===== src/rtl/bp_pkg.sv =====
// -----------------------------------------------------------------------------
// bp_pkg
// Shared definitions for the branch predictor:
//   - cnt_e     : 2-bit saturating counter encodings (SNT/WNT/WT/ST)
//   - CNT_RST   : counter value after reset (weakly not-taken)
//   - sat_next  : next counter value for a resolved branch outcome
// -----------------------------------------------------------------------------
package bp_pkg;

    typedef enum logic [1:0] {
        SNT = 2'b00,
        WNT = 2'b01,
        WT  = 2'b10,
        ST  = 2'b11
    } cnt_e;

    localparam cnt_e CNT_RST = WNT;

    // Move one step towards the outcome, saturating at SNT / ST.
    function automatic logic [1:0] sat_next(input logic [1:0] cnt, input logic taken);
        logic [1:0] nxt;
        if (taken) begin
            nxt = (cnt == ST) ? cnt : cnt + 2'd1;
        end else begin
            nxt = (cnt == SNT) ? cnt : cnt - 2'd1;
        end
        return nxt;
    endfunction

endpackage


===== src/rtl/bp_sat_counter.sv =====
// -----------------------------------------------------------------------------
// bp_sat_counter
// W-bit event counter that increments on i_inc and sticks at all-ones.
// Ports:
//   clk      in   1  clock, rising edge
//   arst     in   1  asynchronous reset, active-high (clears the count)
//   i_inc    in   1  count one event this cycle
//   o_count  out  W  current count
// -----------------------------------------------------------------------------
module bp_sat_counter #(
    parameter int unsigned W = 32
) (
    input  logic         clk,
    input  logic         arst,
    input  logic         i_inc,
    output logic [W-1:0] o_count
);

    logic [W-1:0] r_count;

    always_ff @(posedge clk or posedge arst) begin
        if (arst) begin
            r_count <= '0;
        end else if (i_inc && (r_count != {W{1'b1}})) begin
            r_count <= r_count + W'(1);
        end
    end

    assign o_count = r_count;

endmodule


===== src/rtl/branch_predictor.sv =====
// -----------------------------------------------------------------------------
// branch_predictor
// Dynamic branch predictor: a table of 2-bit saturating counters indexed by the
// fetch PC gives a combinational prediction in IF; the prediction and its index
// are carried into ID alongside the IF/ID register, and the ID-stage branch
// resolution trains the table and the mispredict statistics.
//
// Build option: define BP_GSHARE_EN to XOR a global history register into the
// table index (gshare). Without it the index is the PC alone (bimodal).
//
// Ports:
//   clk            in   1       clock, rising edge
//   arst           in   1       asynchronous reset, active-high
//   fetch_pc       in   PC_W    PC of the instruction in IF
//   pred_taken     out  1       combinational prediction for fetch_pc
//   if_id_en       in   1       IF/ID register enable (0 = stall)
//   flush          in   1       IF/ID flush
//   pred_taken_id  out  1       prediction of the instruction in ID
//   upd_valid      in   1       ID instruction is a conditional branch resolving
//   upd_taken      in   1       actual branch outcome
//   mispredict     out  1       resolved outcome differs from pred_taken_id
//   stat_branches  out  STAT_W  resolved branch count (saturating)
//   stat_mispred   out  STAT_W  mispredicted branch count (saturating)
// -----------------------------------------------------------------------------
module branch_predictor
    import bp_pkg::*;
#(
    parameter int unsigned PC_W   = 64,
    parameter int unsigned IDX_W  = 4,
    parameter int unsigned STAT_W = 32
) (
    input  logic              clk,
    input  logic              arst,
    input  logic [PC_W-1:0]   fetch_pc,
    output logic              pred_taken,
    input  logic              if_id_en,
    input  logic              flush,
    output logic              pred_taken_id,
    input  logic              upd_valid,
    input  logic              upd_taken,
    output logic              mispredict,
    output logic [STAT_W-1:0] stat_branches,
    output logic [STAT_W-1:0] stat_mispred
);

    localparam int unsigned Entries = 2 ** IDX_W;

    logic [1:0]       r_table [Entries];
    logic             r_pred_taken_id;
    logic [IDX_W-1:0] r_idx_id;
    logic             r_id_valid;

    logic [IDX_W-1:0] w_pc_idx;
    logic [IDX_W-1:0] w_idx;
    logic             w_commit;
    logic             w_unused_pc;

    assign w_pc_idx    = fetch_pc[IDX_W+1:2];
    assign w_unused_pc = ^{fetch_pc[PC_W-1:IDX_W+2], fetch_pc[1:0]};

`ifdef BP_GSHARE_EN
    logic [IDX_W-1:0] r_ghr;

    assign w_idx = w_pc_idx ^ r_ghr;

    always_ff @(posedge clk or posedge arst) begin
        if (arst) begin
            r_ghr <= '0;
        end else if (w_commit) begin
            r_ghr <= {r_ghr[IDX_W-2:0], upd_taken};
        end
    end
`else
    assign w_idx = w_pc_idx;
`endif

    // Table read is the registered value: an entry written this edge still
    // reads its old value until the edge has passed.
    assign pred_taken = r_table[w_idx][1];

    // A stalled ID instruction does not resolve; control re-presents upd_valid
    // on the release cycle, so gating with if_id_en gives exactly one update.
    assign w_commit   = upd_valid & r_id_valid & if_id_en;
    assign mispredict = upd_valid & r_id_valid & (upd_taken != r_pred_taken_id);

    always_ff @(posedge clk or posedge arst) begin
        if (arst) begin
            for (int i = 0; i < Entries; i++) begin
                r_table[i] <= CNT_RST;
            end
        end else if (w_commit) begin
            // Uses the idx_id present before any same-cycle flush.
            r_table[r_idx_id] <= sat_next(r_table[r_idx_id], upd_taken);
        end
    end

    always_ff @(posedge clk or posedge arst) begin
        if (arst) begin
            r_pred_taken_id <= 1'b0;
            r_idx_id        <= '0;
            r_id_valid      <= 1'b0;
        end else if (flush) begin
            r_pred_taken_id <= 1'b0;
            r_id_valid      <= 1'b0;
        end else if (if_id_en) begin
            r_pred_taken_id <= pred_taken;
            r_idx_id        <= w_idx;
            r_id_valid      <= 1'b1;
        end
    end

    assign pred_taken_id = r_pred_taken_id;

    bp_sat_counter #(
        .W (STAT_W)
    ) u_stat_branches (
        .clk     (clk),
        .arst    (arst),
        .i_inc   (w_commit),
        .o_count (stat_branches)
    );

    bp_sat_counter #(
        .W (STAT_W)
    ) u_stat_mispred (
        .clk     (clk),
        .arst    (arst),
        .i_inc   (w_commit & mispredict),
        .o_count (stat_mispred)
    );

endmodule


===== config.mk =====
export PLATFORM = sky130hd
export DESIGN_NAME = branch_predictor
export DESIGN_NICKNAME = d
export VERILOG_FILES = /design/src/rtl/bp_pkg.sv /design/src/rtl/bp_sat_counter.sv /design/src/rtl/branch_predictor.sv
export SDC_FILE = /design/constraint.sdc
export NUM_CORES = 1
export LEC_CHECK = 0
export BUFFER_PORTS_ARGS = -buffer_cell sky130_fd_sc_hd__buf_4
export CORE_MARGIN = 2
export CORE_UTILIZATION = 48
export CTS_CLUSTER_DIAMETER = 60
export DETAILED_ROUTE_END_ITERATION = 8
export HOLD_SLACK_MARGIN = 0.08
export MAX_ROUTING_LAYER = met4
export PLACE_DENSITY = 0.77
export SYNTH_ARGS = -nofsm -noshare
export SYNTH_HDL_FRONTEND = slang
export SYNTH_SLANG_ARGS = --single-unit
export TNS_END_PERCENT = 5

===== constraint.sdc =====
create_clock -name clk -period 3.35 [get_ports clk]
set_input_delay 0.67 -clock clk [delete_from_list [all_inputs] [get_ports clk]]
set_output_delay 0.67 -clock clk [all_outputs]
set_load 0.01 [all_outputs]

==> run_results.csv <==
group,metric,value,unit
outcome,result_of_the_run,"complete, no violations",
placed_design,finalWeightedCongestion,0.834,
setup_path,origin_of_the_worst_setup_path,"r_idx_id[1]",
sta,unrepaired_setup_endpoints_after_global_routing,"false",
routing,ant_nets,0,
global_route,grt_usage,19.5,%
sta,maxSlewViolCount,0,
routing,detail_route.drc_violations,0,
floorplan,initial_standard_cell_utilization_of_the_core,49.2,%
synth,synthesis.yosys.warnings,0,
synth,synth-xor-area-share,10.4,%
clocking,cts-hold-fix-buffers,0,
clocking,postcts_resize_cnt,0,
layout,final.fill_count,831,
synth,syn_inst,429,
floorplan,die_height,106,um
routing,vias_per_cell,5.57,
routing,total_iterations_of_the_first_detailed_routing_run,5,
setup_path,cp_max_fo,16,
synth,largest_family_of_logic_cells_by_synthesized_area,"simple AND/OR/NAND/NOR gates",
routing,routed-via-count,3616,
floorplan,floorplan.die.width,106,um
sta,worst_slew_pin_slew,0.818,ns
setup_path,cp.arrival,2.87,ns
synth,part_of_the_yosys_area_used_for_sequential_elements,51.1,%
layout,area.growth.synth_to_final,18.1,%
clocking,clock_tree.buffer_depth,2,
clocking,tritoncts,"built",
clocking,htree_levels,3,
setup_path,series_of_cell_instances_along_the_critical_path,"mux4_2 -> mux2_2 -> maj3_1 -> mux2_2",
setup_path,worst_r2r_endpoint,"r_table[29]",
clocking,worst_skew_late_latency,0.38,ns
sta,timing.final.crit_share,77.6,%
synth,synth_mux_area_share,16.3,%
power,proportion_of_power_drawn_by_combinational_gates,14.6,%
power,power_density,436,nW/um^2
setup_path,crit_path_frequent_cell,"sky130_fd_sc_hd__mux2_2",
synth,synth.avg_cell_area,11.7,um^2
sta,timing.clock.skew,0.0199,ns
layout,stdcell_area,5940,um^2
power,proportion_of_total_power_due_to_net_switching,28.2,%
power,seq_power_share,56.3,%
floorplan,coreArea,10200,um^2
floorplan,fp.dieArea,11300,um^2
routing,wl,10400,um
job,max_cap_violations,0,
layout,multiInputGateArea,2350,um^2
clocking,number_of_cts_inserted_buffers,9,
sta,postLayoutSetupSlackWorst,0.750,ns
setup_path,reg2reg_depth,4,
layout,seq_area,2570,um^2
setup_path,worst-endpoint-required,3.62,ns
setup_path,r2r_setup_slack,0.75,ns
synth,asr_flop_ratio_synth,100,%
global_route,antenna_found_initial,0,
power,intPower,0.00186,W
sta,setup_tns,0,ns
sta,post-route-min-period,2.60,ns
synth,synth-seq-cells,102,
global_route,first_global_vias,3559,
layout,final_layout_size_suffix_gt1_share,33.5,%
synth,synthAdderAreaFrac,1.29,%
setup_path,setup_crit_end_kind,"register",
sta,relSlewSlack,45.0,%
routing,post_detailed_route_wirelength_per_cell,16.0,um
placed_design,place.port_buffers,76,
placed_design,dp.cells,633,
hold_path,hold_wc_path_type,"input pin to asynchronous set/reset pin",
layout,fin_cells,649,
clocking,ctsRootBufferMaster,"sky130_fd_sc_hd__clkbuf_8",
routing,drtIter0Drc,185,
setup_path,cpPeakStageDelay,0.81,ns
setup_path,startpoint_type,"register",
synth,number_of_flops_mapped_to_enable_cells_by_yosys,0,
synth,synth-main-ff-cell,"sky130_fd_sc_hd__dfrtp_1",
sta,maxClockFrequency,385,MHz
setup_path,cpMaxStageDelayCell,"sky130_fd_sc_hd__dfrtp_1",
power,power.net_switching,0.000732,W
clocking,cts.reportedPaths.clkPinSlew,0.11,ns
layout,final_net_count,580,
floorplan,std_cell_rows,37,
setup_path,timing.setup.critical_path_class,"register to register",
global_route,grt_remaining_overflow,0,
synth,synth_nets,501,
synth,ys_types,42,
power,pwr-share-clk,29.1,%
layout,n_antenna_cell,0,
clocking,tritoncts_num_sinks,102,
placed_design,pre_cts_ws,0.734,ns
global_route,grt_pass1_wl,17100,um
synth,synth.cell_area,5030,um^2
sta,final_hold_viol_count,0,
power,leakagePower,2.78,nW
clocking,postCtsSetupRepairBufs,0,
placed_design,place_area,5750,um^2
setup_path,worst_r2r_startpoint,"r_idx_id[1]",
sta,final_setup_violation_count,0,
placed_design,place_hpwl,7430,um
global_route,pin_count_of_the_biggest_net_entering_global_routing,55,
synth,simple_gate_area_share_of_the_yosys_netlist,17.1,%
power,vdd_ir_drop_max,0.208,mV
floorplan,ioPinCount,137,
synth,synth_compound_gate_area_share,1.62,%
==> per-layer routing <==
metal  vias up  GRT usage [%]  share of wire [%]
li1       1691              -                  -
met3        18           2.70                4.1
met2        83           28.8                 47
met4         0           8.55                1.9
met1      1824           27.2                 47
met5         -              -                  0
==> registers in the layout (all words and copies together), names as in the netlist <==
name                     cells
pred_taken_id                1
r_id_valid                   1
u_stat_mispred.o_count      32
r_idx_id                     4
r_table                     32
u_stat_branches.o_count     32
==> cell usage after synthesis, drive strengths merged (2+ instances only) <==
master  instances  share of area (%)
dfstp          16                8.4
maj3            4               0.80
mux2           43                9.7
o31ai           3               0.65
inv            15                1.1
and2            3               0.37
xor2           33                5.7
nor3b           2               0.30
clkbuf          5               0.37
nor3           22                2.2
nor4           10                1.2
and3            5               0.62
nand4          19                2.5
xnor2          27                4.7
dfrtp          86                 43
mux2i           6                1.2
ha              2               0.50
mux4           12                5.4
or4             4               0.70
buf             5               0.62
nor2b           3               0.37
nand2          33                2.6
nor2           30                2.2
and4            6                1.0
nand3          24                2.4
or3             2               0.25
==> logic make-up after synthesis <==
| group | count (synthesis) |
|---|---|
| AND/OR/NAND/NOR | 165 |
| flip-flops | 102 |
| multiplexers | 61 |
| XOR/XNOR | 60 |
| buffers and inverters | 25 |
| AO/OA/AOI/OAI | 10 |
| adder cells (fa/ha/maj) | 6 |
==> metrics by stage <==
step / hold slack, ns / util (%) / power (W)
6_report: 0.355 / 58.1 / 0.00259
4_1_cts: 0.375 / 58.1 / 0.00261
3_5_place_dp: 0.497 / 56.2 / 0.00186
5_1_grt: 0.411 / 58.1 / 0.00271
2_1_floorplan: 0.491 / - / 0.00170
3_3_place_gp: 0.477 / 56.2 / 0.00184
==> worst max-delay path, delay by kind of cell, from the launching register on <==
family     cells  cell delay, ns
flops          1            0.81
fa+ha+maj      1            0.47
mux            3            1.21
==> power groups by stage <==
stage	Clock [W]	Sequential (W)	Combinational, W
2_1_floorplan	0	0.00146	0.000245
3_3_place_gp	0	0.00147	0.000367
3_5_place_dp	0	0.00148	0.000381
4_1_cts	0.000767	0.00146	0.000383
5_1_grt	0.000823	0.00148	0.000412
6_report	0.000755	0.00146	0.000377
==> area by class of cell <==
cell class / instances / share of cell area (%)
inverter: 15 / 0.990
sequential: 102 / 43.3
clock inverter: 6 / 0.864
timing repair buffer: 78 / 10.1
multi-input combinational: 302 / 39.6
clock buffer: 10 / 2.32
tap: 136 / 2.86
==> how the worst max path moves through the flow <==
stage,slack [ns],cells past startpoint,to
global route,0.58,4,r_table[29]
detailed placement,0.73,4,r_table[29]
finish,0.75,4,r_table[29]
global placement,0.76,4,r_table[7]
floorplan,0.03,1,pred_taken_id
CTS,0.70,4,r_table[29]
==> cells in the final DEF, fill, tap and decap left out, drive strengths merged, types with 4 or more instances in the layout <==
| cell | n |
|---|---|
| dfrtp | 86 |
| and4 | 6 |
| nand4 | 19 |
| nand2 | 33 |
| dfstp | 16 |
| nor2 | 30 |
| maj3 | 4 |
| mux2 | 43 |
| xor2 | 33 |
| nor4 | 10 |
| xnor2 | 27 |
| mux4 | 12 |
| nor3 | 22 |
| inv | 18 |
| mux2i | 6 |
| and3 | 5 |
| or4 | 4 |
| buf | 78 |
| nand3 | 24 |
| clkbuf | 10 |
No activity file was read; power rests on OpenSTA's default activity.
